`src/rtl/tx_collision_ctrl.sv`:
```
// rtl/tx_collision_ctrl.sv - half-duplex CSMA/CD retry controller between the replay buffer and the TX MAC
// Sequences jam, replay, truncated binary exponential backoff and late/excessive-collision aborts.
module tx_collision_ctrl #(
  parameter int SLOT_CYCLES   = 64,
  parameter int JAM_CYCLES    = 4,
  parameter int MAX_ATTEMPTS  = 16,
  parameter int BACKOFF_LIMIT = 10,
  parameter int TAIL_CYCLES   = 64
) (
  input  logic       clk,
  input  logic       rst,
  input  logic       half_duplex,
  input  logic       collision,
  input  logic       pkt_start,
  input  logic       pkt_end,
  input  logic       replayable,
  output logic       replay,
  output logic       done,
  output logic       tx_hold,
  output logic       jam,
  output logic       drop,
  output logic       abort_late,
  output logic       abort_excess,
  output logic [4:0] attempts
);

  localparam int CYC_W  = (SLOT_CYCLES > 1) ? $clog2(SLOT_CYCLES) : 1;
  localparam int JAM_W  = (JAM_CYCLES > 1) ? $clog2(JAM_CYCLES) : 1;
  localparam int TAIL_W = $clog2(TAIL_CYCLES + 1);

  localparam logic [4:0]        MAX_ATT   = 5'(MAX_ATTEMPTS);
  localparam logic [4:0]        BO_LIM    = 5'(BACKOFF_LIMIT);
  localparam logic [CYC_W-1:0]  CYC_LAST  = CYC_W'(SLOT_CYCLES - 1);
  localparam logic [JAM_W-1:0]  JAM_LAST  = JAM_W'(JAM_CYCLES - 1);
  localparam logic [TAIL_W-1:0] TAIL_LAST = TAIL_W'(TAIL_CYCLES - 1);

  typedef enum logic [2:0] {
    S_IDLE,
    S_TX,
    S_TAIL,
    S_JAM,
    S_BACKOFF,
    S_DROP
  } state_t;

  state_t            state_q, state_d;
  logic [4:0]        attempts_q, attempts_d;
  logic              late_q, late_d;
  logic [JAM_W-1:0]  jam_cnt_q, jam_cnt_d;
  logic [TAIL_W-1:0] tail_cnt_q, tail_cnt_d;
  logic [9:0]        slot_q, slot_d;
  logic [CYC_W-1:0]  cyc_q, cyc_d;
  logic [15:0]       lfsr_q, lfsr_d;

  logic replay_q, replay_d;
  logic done_q, done_d;
  logic tx_hold_q, tx_hold_d;
  logic jam_q, jam_d;
  logic drop_q, drop_d;
  logic abort_late_q, abort_late_d;
  logic abort_excess_q, abort_excess_d;

  logic       col_hd;
  logic       enter_jam;
  logic       release_ok;
  logic [3:0] bo_k;
  logic [9:0] bo_mask;

  assign col_hd  = collision && half_duplex;
  assign bo_k    = (attempts_q > BO_LIM) ? BO_LIM[3:0] : attempts_q[3:0];
  assign bo_mask = (10'd1 << bo_k) - 10'd1;

  always_comb begin
    state_d        = state_q;
    attempts_d     = attempts_q;
    late_d         = late_q;
    jam_cnt_d      = jam_cnt_q;
    tail_cnt_d     = tail_cnt_q;
    slot_d         = slot_q;
    cyc_d          = cyc_q;
    replay_d       = 1'b0;
    done_d         = 1'b0;
    abort_late_d   = 1'b0;
    abort_excess_d = 1'b0;
    enter_jam      = 1'b0;
    release_ok     = 1'b0;
    lfsr_d         = {lfsr_q[0] ^ lfsr_q[2] ^ lfsr_q[3] ^ lfsr_q[5], lfsr_q[15:1]};

    case (state_q)
      S_IDLE: begin
        if (pkt_start) state_d = S_TX;
      end
      S_TX: begin
        if (col_hd) begin
          enter_jam = 1'b1;
        end else if (pkt_end) begin
          if (half_duplex) begin
            state_d    = S_TAIL;
            tail_cnt_d = TAIL_W'(1);
          end else begin
            release_ok = 1'b1;
          end
        end
      end
      S_TAIL: begin
        // A collision after the last beat is only retryable while the buffer still holds the frame.
        if (!replayable) begin
          release_ok = 1'b1;
        end else if (col_hd) begin
          enter_jam = 1'b1;
        end else if (tail_cnt_q >= TAIL_LAST) begin
          release_ok = 1'b1;
        end else begin
          tail_cnt_d = tail_cnt_q + TAIL_W'(1);
        end
      end
      S_JAM: begin
        if (jam_cnt_q == JAM_LAST) begin
          if (late_q) begin
            state_d      = S_DROP;
            late_d       = 1'b0;
            abort_late_d = 1'b1;
            done_d       = 1'b1;
          end else if (attempts_q == MAX_ATT) begin
            state_d        = S_DROP;
            abort_excess_d = 1'b1;
            done_d         = 1'b1;
          end else begin
            state_d = S_BACKOFF;
            slot_d  = lfsr_q[9:0] & bo_mask;
            cyc_d   = '0;
          end
        end else begin
          jam_cnt_d = jam_cnt_q + JAM_W'(1);
        end
      end
      S_BACKOFF: begin
        // A zero-slot draw still holds for one cycle before the retry.
        if (slot_q == 10'd0) begin
          state_d = S_IDLE;
        end else if (cyc_q == CYC_LAST) begin
          cyc_d  = '0;
          slot_d = slot_q - 10'd1;
          if (slot_q == 10'd1) state_d = S_IDLE;
        end else begin
          cyc_d = cyc_q + CYC_W'(1);
        end
      end
      S_DROP: begin
        if (pkt_end) begin
          state_d    = S_IDLE;
          attempts_d = '0;
        end
      end
      default: state_d = S_IDLE;
    endcase

    if (enter_jam) begin
      state_d    = S_JAM;
      jam_cnt_d  = '0;
      attempts_d = attempts_q + 5'd1;
      replay_d   = replayable;
      late_d     = !replayable;
    end
    if (release_ok) begin
      state_d    = S_IDLE;
      done_d     = 1'b1;
      attempts_d = '0;
    end

    jam_d     = (state_d == S_JAM);
    tx_hold_d = (state_d == S_JAM) || (state_d == S_BACKOFF);
    drop_d    = (state_d == S_DROP);
  end

  always_ff @(posedge clk) begin
    if (rst) begin
      state_q        <= S_IDLE;
      attempts_q     <= '0;
      late_q         <= 1'b0;
      jam_cnt_q      <= '0;
      tail_cnt_q     <= '0;
      slot_q         <= '0;
      cyc_q          <= '0;
      lfsr_q         <= 16'hACE1;
      replay_q       <= 1'b0;
      done_q         <= 1'b0;
      tx_hold_q      <= 1'b0;
      jam_q          <= 1'b0;
      drop_q         <= 1'b0;
      abort_late_q   <= 1'b0;
      abort_excess_q <= 1'b0;
    end else begin
      state_q        <= state_d;
      attempts_q     <= attempts_d;
      late_q         <= late_d;
      jam_cnt_q      <= jam_cnt_d;
      tail_cnt_q     <= tail_cnt_d;
      slot_q         <= slot_d;
      cyc_q          <= cyc_d;
      lfsr_q         <= lfsr_d;
      replay_q       <= replay_d;
      done_q         <= done_d;
      tx_hold_q      <= tx_hold_d;
      jam_q          <= jam_d;
      drop_q         <= drop_d;
      abort_late_q   <= abort_late_d;
      abort_excess_q <= abort_excess_d;
    end
  end

  assign replay       = replay_q;
  assign done         = done_q;
  assign tx_hold      = tx_hold_q;
  assign jam          = jam_q;
  assign drop         = drop_q;
  assign abort_late   = abort_late_q;
  assign abort_excess = abort_excess_q;
  assign attempts     = attempts_q;

endmodule

```
`config.mk`:
```
export PLATFORM = sky130hd
export DESIGN_NAME = tx_collision_ctrl
export DESIGN_NICKNAME = d
export VERILOG_FILES = /design/src/rtl/tx_collision_ctrl.sv
export SDC_FILE = /design/constraint.sdc
export NUM_CORES = 1
export LEC_CHECK = 0
export CELL_PAD_IN_SITES_DETAIL_PLACEMENT = 1
export CELL_PAD_IN_SITES_GLOBAL_PLACEMENT = 2
export CORE_MARGIN = 2
export CORE_UTILIZATION = 36
export CTS_BUF_LIST = sky130_fd_sc_hd__clkbuf_4 sky130_fd_sc_hd__clkbuf_8 sky130_fd_sc_hd__clkbuf_16
export DETAILED_ROUTE_END_ITERATION = 10
export HOLD_SLACK_MARGIN = 0.03
export PLACE_DENSITY_LB_ADDON = 0.1
export SLEW_MARGIN = 20
export SYNTH_ARGS = -nofsm -noshare
export SYNTH_HDL_FRONTEND = slang
export SYNTH_SLANG_ARGS = --single-unit
```
`constraint.sdc`:
```
create_clock -name clk -period 2.8 [get_ports clk]
set_input_delay 0.42 -clock clk [delete_from_list [all_inputs] [get_ports clk]]
set_output_delay 0.42 -clock clk [all_outputs]
set_load 0.05 [all_outputs]
```
# ---- After elaboration in Yosys (flattened, before gate mapping)
# Cells that the tools add are included.
dict set report classes {
  order_cmp 2
  bitwise 7
  muxes 56
  eq_ne 23
  addsub 6
  n_shift 1
  n_reduce_logical 22
}
# cell n
set op_table {}
lappend op_table {{$mux W10} 5}
lappend op_table {{$mux W7} 6}
lappend op_table {{$mux W3} 11}
lappend op_table {{$mux W6} 5}
lappend op_table {{$ne A2 B2 Y1 const B} 11}
lappend op_table {{$pmux W10 S2} 1}
lappend op_table {{$sub A10 B1 Y10 const B} 2}
lappend op_table {{$mux W1} 19}
lappend op_table {{$pmux W3 S6} 1}
lappend op_table {{$mux W5} 3}
lappend op_table {{$pmux W7 S2} 1}
lappend op_table {{$eq A3 B3 Y1 const B} 4}
lappend op_table {{$pmux W6 S2} 1}
lappend op_table {{$reduce_bool A2 Y1} 6}
lappend op_table {{$and A10 B10 Y10} 1}
lappend op_table {{$eq A10 B1 Y1 const B} 1}
lappend op_table {{$logic_not A10 Y1} 1}
lappend op_table {{$shl A1 B4 Y10 const A} 1}
lappend op_table {{$eq A3 B2 Y1 const B} 3}
lappend op_table {{$add A7 B1 Y7 const B} 1}
lappend op_table {{$ge A7 B6 Y1 const B} 1}
lappend op_table {{$reduce_and A7 Y1} 1}
lappend op_table {{$add A6 B1 Y6 const B} 1}
lappend op_table {{$eq A6 B6 Y1 const B} 1}
lappend op_table {{20 further kinds} 29}
dict set report word_totals {
  elab_cells 132
  register_bits 57
  in_bits 7
}

# ---- Depth between registers and ports, before layout
# Gate-level depths: netlist (run 1).
dict set report logic_depth {
  depth_word 9
  depth_mapped 9
  depth_no_buf 8
}

# ---- Worst setup path before layout (run 1)
# No wires, ideal clock.
dict set report synth_path {
  path_type {register -> register}
  startpoint {reg attempts_q[3] (netlist: attempts[3])}
  endpoint {reg slot_q[6]}
  path_stages_with_launch 10
  path_buffers 1
  required_time_ns 2.729
  setup_time_ns 0.071
  arrival_time_ns 2.249
  slack_ns 0.480
  cell_sequence {dfxtp_1 -> clkbuf_1 -> nor3_1 -> nand3_1 -> ha_1 -> or4_1 -> a21oi_1 -> a211o_1 -> nand3_1 -> a21oi_1}
}
dict set report synth_via {
  elab_chain_cells 9
  word_cells_on_any_way 12
  cone_classes {1 x add/sub; 1 x order compare; 2 x eq/ne; 1 x shift; 5 x mux; 1 x bitwise; 1 x reduce/logical}
}
# item line_no
set synth_lines {}
lappend synth_lines {{start, declared} 47} ;# logic [4:0] attempts_q, attempts_d;
lappend synth_lines {{start signal, assigned} 195} ;# attempts_q <= attempts_d;
lappend synth_lines {{$gt A5 B4 Y1} 70} ;# assign bo_k = (attempts_q > BO_LIM) ? BO_LIM[3:0] : attempts_q[3:0];
lappend synth_lines {{$mux W4} 70}
lappend synth_lines {{$shl A1 B4 Y10} 71} ;# assign bo_mask = (10'd1 << bo_k) - 10'd1;
lappend synth_lines {{$sub A10 B1 Y10} 71}
lappend synth_lines {{$and A10 B10 Y10} 130} ;# slot_d = lfsr_q[9:0] & bo_mask;
lappend synth_lines {{$mux W10} 124} ;# end else if (attempts_q == MAX_ATT) begin
lappend synth_lines {{$mux W10} 119} ;# if (late_q) begin
lappend synth_lines {{$mux W10} 118} ;# if (jam_cnt_q == JAM_LAST) begin
lappend synth_lines {{$pmux W10 S2} 89} ;# case (state_q)
lappend synth_lines {{end signal, assigned} 199} ;# slot_q <= slot_d;
lappend synth_lines {{end, declared} 51} ;# logic [9:0] slot_q, slot_d;
# Several ways; a longest one is shown, not always the timed one. The select of a mux whose other input is x is not followed.
# A chain may end at the register's enable or synchronous reset.

# ---- Worst setup path after layout (run 1)
dict set report layout_path {
  startpoint {reg attempts_q[4] (netlist: attempts[4])}
  endpoint {reg slot_q[6]}
}
# The elaborated chain is that of the path after synthesis.

==> reports/qor.txt, run 1 <==
Status -> complete, no violations
Internal -> 0.00152 W
Min-delay src -> lfsr_q[14]$_SDFF_PP0_
Min setup slack post-route -> 0.372 ns
Row Count -> 32
Clock latency on the worst-skew pair -> 0.33 ns
Buffers added on ports -> 18
Setup violators final -> 0
Leakage power -> 1.22 nW
DP Cell Count -> 441
Hold buffers post-CTS -> 0
VDD IR max -> 0.280 mV
Layout cells sized above 1 -> 13.0%
Sw Ratio -> 30.6%
Final Hold Fails -> 0
Yosys top cell by area -> dfxtp_1
Max-slew headroom at the worst pin -> 49.8%
DIE AREA -> 8580 µm²
Top_reg_cell synth -> dfxtp_1
Clk sinks -> 57
Post-synth EDFFs -> 0
Post-CTS sizing -> 0
Top post-synthesis cells by area -> dfxtp_1 40%, a21oi_1 5.3%, nor2_1 4.2%
Dpl ws -> 0.425 ns
Vias in the first global route -> 2561
Fillers -> 957
Post-synthesis sequential area ratio -> 40.3%
Worst r2r src -> attempts[4]$_SDFFE_PP0P_
First-pass GRT wire length -> 12400 µm
Die H -> 92.6 µm
GRT overflow -> 0
Flop pwr share -> 42.6%
CTS tree -> built
# nets final -> 366
Max Cap Viol -> 0
Clock Tree Root -> clkbuf_8
Clk slew on worst S/H paths -> 0.07 ns
Post-CTS setup buffer count -> 0
Starting Density -> 36.8%
First-pass DRT Iterations -> 4
DRT Wirelength -> 7200 µm
Max Root-Sink Buffers -> 2
Area growth syn-to-layout -> 17.9%
Dpl cell area -> 3120 µm²
Post-DR vias/cell -> 5.29
Finished Core Util -> 43.4%
Fin Setup TNS -> 0 ns
CP startpoint kind -> flop
Kind of end point of the critical path -> flop
Logic gate share of total power -> 18.2%
Required time worst endpoint -> 3.07 ns
Switching power -> 0.000669 W
Worst setup startpoint -> attempts[4]$_SDFFE_PP0P_
Antenna diode count -> 0
Initial antenna violation count -> 0
Synth Instances -> 328
Number of remaining DRC errors -> 0
Slew @ Worst Pin -> 0.752 ns
DP HPWL -> 4960 µm
Share of the synthesized area in the top cell type -> 40.3%
Post-Layout Cell Count -> 457
Final GP Congestion -> 0.723
Pwr dens -> 655 nW/µm²
DR WL/cell -> 15.8 µm
Largest net degree at the start of global routing -> 43
Post-route cell area -> 3340 µm²
1st-iter DRT viols -> 58
Fin Clk Skew -> 0.00727 ns
Maximum clock frequency -> 412 MHz
YS warnings -> 0
Hold Path Class -> flop to flop
Period utilization -> 86.7%
H-tree levels -> 3
GRT Util Overall -> 18.2%
Async S/R FF share, synth -> 0%
Seq cells post-synth -> 57
Num CTS Buffers -> 9
Worst Path Class, Setup -> flop to flop
Fin crit period -> 2.43 ns
Mean Syn Cell Area -> 8.62 µm²
Distinct cells, synth -> 58
Core footprint -> 7690 µm²
Final ANT Viol Nets -> 0
Via count -> 2418
Synthesized Nets -> 344
Synth Cell Area -> 2830 µm²
Slew Viols, Final -> 0
Worst Path Max Fanout -> 12
Clock Power Share -> 39.2%
IO Pins -> 19
RSZ-0062 raised after global routing -> false
Critical Path AT -> 2.70 ns
Die width -> 92.6 µm
-- area by class of cell --
| class | count | area, µm² | share of cell area (%) |
|---|---|---|---|
| tap | 102 | 128 | 3.83 |
| sequential | 57 | 1140 | 34.2 |
| inverter | 11 | 41.3 | 1.24 |
| clock buffer | 9 | 124 | 3.71 |
| multi-input combinational | 241 | 1540 | 46.1 |
| clock inverter | 7 | 95.1 | 2.85 |
| timing repair buffer | 30 | 270 | 8.10 |
-- worst max-delay path, cell delays in order, from the launching register on --
cell	delay, ns
dfxtp_1	0.43
nor3_1	0.48
nand2_1	0.20
ha_1	0.33
or4_1	0.42
a21oi_1	0.16
a211o_1	0.14
nand3_1	0.07
a21oi_1	0.13
-- cells in the mapped netlist, drive strengths merged, types with 3 or more instances --
cell type / n
and3: 5
nand2: 20
nor2b: 8
nor2: 32
clkbuf: 12
nand2b: 4
dfxtp: 57
a21oi: 32
a41oi: 3
buf: 7
mux2i: 3
inv: 11
nor3b: 6
ha: 9
nand3b: 7
a211oi: 5
a21o: 3
nor4: 4
xnor2: 8
o21ai: 18
or2: 9
nor3: 14
a31oi: 4
xor2: 4
nand3: 9
o31ai: 3
-- through the flow --
stage                     total power, W  hold WS, ns
final                            0.00219        0.412
after global placement           0.00135        0.396
after floorplan                  0.00124        0.389
after CTS                        0.00222        0.416
after global routing             0.00230        0.443
after detailed placement         0.00135        0.399
-- power groups by stage --
stage / combinational [W] / clock [W] / sequential, W
3_5_place_dp: 0.000398 / 0 / 0.000948
6_report: 0.000398 / 0.000856 / 0.000931
4_1_cts: 0.000401 / 0.000890 / 0.000930
3_3_place_gp: 0.000396 / 0 / 0.000949
5_1_grt: 0.000438 / 0.000921 / 0.000940
2_1_floorplan: 0.000272 / 0 / 0.000966
-- worst paths after layout --
kind	end	slack, ns	cells after the start
max	slot_q[6]$_SDFFE_PP0P_	0.37	8
min	lfsr_q[13]$_SDFF_PP1_	0.41	1
max reg2reg	slot_q[6]$_SDFFE_PP0P_	0.37	8
min reg2reg	lfsr_q[13]$_SDFF_PP1_	0.41	1
-- cells by family (layout without fill, tap and decap cells) --
kind of cell    after synthesis  in the layout  share of synthesized area, %
mux                           3              3                          1.06
fa+ha+maj                     9              9                          3.98
flops                        57             57                          40.3
simple gates                132            132                          26.0
xor+xnor                     12             12                          3.72
compound gates               85             85                          19.5
buf+inv                      30             57                          5.35
-- registers in the layout (all words and copies together) (netlist names), 2 cells and up --
register / cells
state_q: 3
tail_cnt_q: 7
slot_q: 10
attempts: 5
lfsr_q: 16
cyc_q: 6
jam_cnt_q: 2
-- metal layers --
layer | GRT usage (%) | part of all wire [%] | up-vias
met5 | 0 | 0 | -
met4 | 5.02 | 0.53 | 0
met3 | 5.86 | 3.6 | 2
met2 | 29.3 | 46 | 33
met1 | 23.7 | 50 | 1170
li1 | - | - | 1213
-- placed cells by master (no fill, tap or decap), drive strengths merged, types with 7 or more instances in the layout --
cell	synthesis	final
nand2	20	20
inv	11	11
a21oi	32	32
xnor2	8	8
dfxtp	57	57
nor2b	8	8
buf	7	12
ha	9	9
o21ai	18	18
nand3	9	9
nor3	14	14
clkbuf	12	9
nand3b	7	7
clkdlybuf4s50	0	18
or2	9	9
nor2	32	32
Power figures use the tool's default switching activity.
==> run 2: changes to the inputs <==
--- a/config.mk
+++ b/config.mk
@@ -11,7 +11,6 @@
 export CORE_UTILIZATION = 36
 export CTS_BUF_LIST = sky130_fd_sc_hd__clkbuf_4 sky130_fd_sc_hd__clkbuf_8 sky130_fd_sc_hd__clkbuf_16
 export DETAILED_ROUTE_END_ITERATION = 10
-export HOLD_SLACK_MARGIN = 0.03
 export PLACE_DENSITY_LB_ADDON = 0.1
 export SLEW_MARGIN = 20
 export SYNTH_ARGS = -nofsm -noshare
==> results of run 2 <==
No change in the layout: final DEF, timing and power equal those of run 1.
==> run 3: changes to the inputs <==
--- a/config.mk
+++ b/config.mk
@@ -5,10 +5,11 @@
 export SDC_FILE = /design/constraint.sdc
 export NUM_CORES = 1
 export LEC_CHECK = 0
+export ABC_AREA = 1
 export CELL_PAD_IN_SITES_DETAIL_PLACEMENT = 1
 export CELL_PAD_IN_SITES_GLOBAL_PLACEMENT = 2
 export CORE_MARGIN = 2
-export CORE_UTILIZATION = 36
+export CORE_UTILIZATION = 33
 export CTS_BUF_LIST = sky130_fd_sc_hd__clkbuf_4 sky130_fd_sc_hd__clkbuf_8 sky130_fd_sc_hd__clkbuf_16
 export DETAILED_ROUTE_END_ITERATION = 10
 export PLACE_DENSITY_LB_ADDON = 0.1
==> reports/qor.txt, run 3 <==
Status -> complete, no violations
M2 GR Usage -> 28.3%
DP HPWL -> 6230 µm
IO Pins -> 19
Distinct cells, synth -> 33
Post-CTS sizing -> 0
Synth Instances -> 464
Final Hold Fails -> 0
First-pass GRT wire length -> 14200 µm
First-pass DRT Iterations -> 4
M1 GR Usage -> 25.2%
Sw Ratio -> 27.3%
Setup violators final -> 0
Layout cells sized above 1 -> 9.20%
Buffers added on ports -> 18
Commonest cells in the netlist -> 118 x nand2_1, 72 x nor2_1, 57 x dfxtp_1, 53 x inv_1, 42 x nand3_1
Pwr dens -> 517 nW/µm²
CP Cell Sequence -> clkdlybuf4s50_1
Simple-Gate Fraction of Synth Area -> 40.2%
Crit path max-delay family -> buffers and inverters
M3 GR Usage -> 2.37%
Slew Viols, Final -> 0
Share of the synthesized area in the top cell type -> 37.2%
Core footprint -> 9110 µm²
Worst Path Max Fanout -> 11
Fraction of the mapped netlist area in compound gates -> 7.15%
YS warnings -> 0
Reg with most FFs -> lfsr_q
# nets final -> 501
Final GP Congestion -> 0.777
Leakage power -> 1.61 nW
Row Count -> 35
Post-synth EDFFs -> 0
Vias in the first global route -> 2868
Adder-Cell Fraction of Synth Area -> 4.08%
Synthesized Nets -> 481
Largest net degree at the start of global routing -> 33
Mean Syn Cell Area -> 6.60 µm²
Die H -> 100 µm
Biggest regs -> lfsr_q: 16 flops, slot_q: 10 flops, tail_cnt_q: 7 flops
Post-synthesis sequential area ratio -> 37.2%
Final ANT Viol Nets -> 0
Top_reg_cell synth -> dfxtp_1
Num CTS Buffers -> 9
Async S/R FF share, synth -> 0%
Clock Power Share -> 43.8%
Clk slew on worst S/H paths -> 0.08 ns
Internal -> 0.00133 W
Worst Path Class, Setup -> flop to primary output
Clock Tree Root -> clkbuf_8
Die width -> 100 µm
Via count -> 2882
Most common cell in the netlist -> nand2_1
1st-iter DRT viols -> 92
Initial antenna violation count -> 0
Hold Path Class -> flop to flop
Period utilization -> 78.9%
Post-DR vias/cell -> 4.80
Max Cap Viol -> 0
Logic gate share of total power -> 9.4%
CTS tree -> built
Fin crit period -> 2.21 ns
Post-CTS setup buffer count -> 0
Commonest non-fill, non-tap cell in the layout -> nand2_1
Largest family of logic cells by synthesized area -> simple AND/OR/NAND/NOR gates
Antenna diode count -> 0
Max stage delay on crit path -> 0.88 ns
Commonest non-fill, non-tap cells in the layout -> 118 x nand2_1, 72 x nor2_1, 57 x dfxtp_1, 53 x inv_1, 42 x nand3_1
RSZ-0062 raised after global routing -> false
Critical Path AT -> 1.79 ns
Min-delay src -> lfsr_q[10]$_SDFF_PP1_
CP startpoint kind -> flop
Worst r2r src -> attempts[1]$_SDFFE_PP0P_
GRT overflow -> 0
DIE AREA -> 10100 µm²
Slew @ Worst Pin -> 0.503 ns
Post-Synth XOR/XNOR Area -> 2.29%
Number of remaining DRC errors -> 0
Worst path slowest cell -> clkdlybuf4s50_1
Worst hold margin -> 0.408 ns
Post-Layout Cell Count -> 600
Tot Pwr -> 0.00184 W
Area growth syn-to-layout -> 15.9%
Switching power -> 0.000502 W
CP bufs+invs -> 1
Post-synthesis mux area share -> 0%
Yosys top cell by area -> dfxtp_1
Starting Density -> 33.6%
Kind of end point of the critical path -> primary output
DR WL/cell -> 13.9 µm
Required time worst endpoint -> 2.38 ns
Fin Clk Skew -> 0.0138 ns
Synth Cell Area -> 3060 µm²
Hold buffers post-CTS -> 0
Max-slew headroom at the worst pin -> 66.3%
VDD IR max -> 0.204 mV
GRT Util Overall -> 18.0%
Flop pwr share -> 46.8%
H-tree levels -> 3
Clock latency on the worst-skew pair -> 0.34 ns
Maximum clock frequency -> 453 MHz
GR peak layer -> met2
Worst setup startpoint -> attempts[2]$_SDFFE_PP0P_
Max Root-Sink Buffers -> 2
Seq cells post-synth -> 57
Top post-synthesis cells by area -> dfxtp_1 37%, nand2_1 14%, nor2_1 8.8%
DP Cell Count -> 584
DRT Wirelength -> 8320 µm
Largest register FFs -> 16
Clk sinks -> 57
Fin Setup TNS -> 0 ns
run 3: cell count changes in the layout (fill, tap and decap cells not counted), moves of 6 or more:
| cell | previous run | this run |
|---|---|---|
| nor2_2 | 0 | 6 |
| o21ai_0 | 18 | 12 |
| nor2_1 | 32 | 72 |
| a21oi_1 | 30 | 24 |
| buf_4 | 12 | 3 |
| nand2_1 | 20 | 118 |
| nor2b_1 | 8 | 0 |
| nand3_1 | 9 | 42 |
| nand4_1 | 2 | 9 |
| inv_1 | 10 | 53 |
run 3: through the flow:
| step | worst slack [ns] | util, % | area (µm²) |
|---|---|---|---|
| 2_1_floorplan | 0.696 | - | 3060 |
| 3_3_place_gp | 0.674 | 36.7 | 3350 |
| 3_5_place_dp | 0.670 | 36.7 | 3350 |
| 4_1_cts | 0.570 | 39.0 | 3550 |
| 5_1_grt | 0.434 | 39.0 | 3550 |
| 6_report | 0.591 | 39.0 | 3550 |
run 3: cell families (layout without fill, tap and decap cells):
| logic type | count (synthesis) | count (layout) |
|---|---|---|
| flops | 57 | 57 |
| xor+xnor | 8 | 8 |
| simple gates | 278 | 278 |
| buf+inv | 70 | 95 |
| compound gates | 41 | 41 |
| fa+ha+maj | 10 | 10 |
run 3: worst reg2reg max path: cells and delay by family (launching register included):
kind / cells / cell delay, ns
AOI/OAI and AO/OA: 1 / 0.27
adders and majority gates: 1 / 0.28
buffers and inverters: 1 / 0.30
DFF: 1 / 0.51
and+or+nand+nor: 3 / 0.64
run 3: cell type report:
type                            instances  area, µm²
Fill cell                            1186       5560
Multi-Input combinational cell        337       1650
Sequential cell                        57       1140
Inverter                               58        218
Timing Repair Buffer                   21        203
Tap cell                              111        139
Clock buffer                           10        138
Clock inverter                          6       66.3
run 3: worst paths after layout:
kind         cells after the start                endpoint  slack [ns]
max reg2reg                      6  slot_q[1]$_SDFFE_PP0P_        0.69
min reg2reg                      2    lfsr_q[9]$_SDFF_PP0_        0.41
max                              1             attempts[2]        0.59
min                              2    lfsr_q[9]$_SDFF_PP0_        0.41
run 3: power by group through the flow:
| stage | clock network [W] | registers (W) | logic [W] |
|---|---|---|---|
| CTS | 0.000822 | 0.000859 | 0.000178 |
| detailed placement | 0 | 0.000878 | 0.000177 |
| finish | 0.000803 | 0.000859 | 0.000173 |
| global route | 0.000868 | 0.000863 | 0.000199 |
| floorplan | 0 | 0.000885 | 0.000109 |
| global placement | 0 | 0.000877 | 0.000173 |
run 3: metal layers:
| metal | wire length, µm | part of all wire (%) |
|---|---|---|
| met1 | 4370 | 53 |
| met3 | 156 | 1.9 |
| met4 | 109 | 1.3 |
| met2 | 3680 | 44 |
| met5 | 0 | 0 |
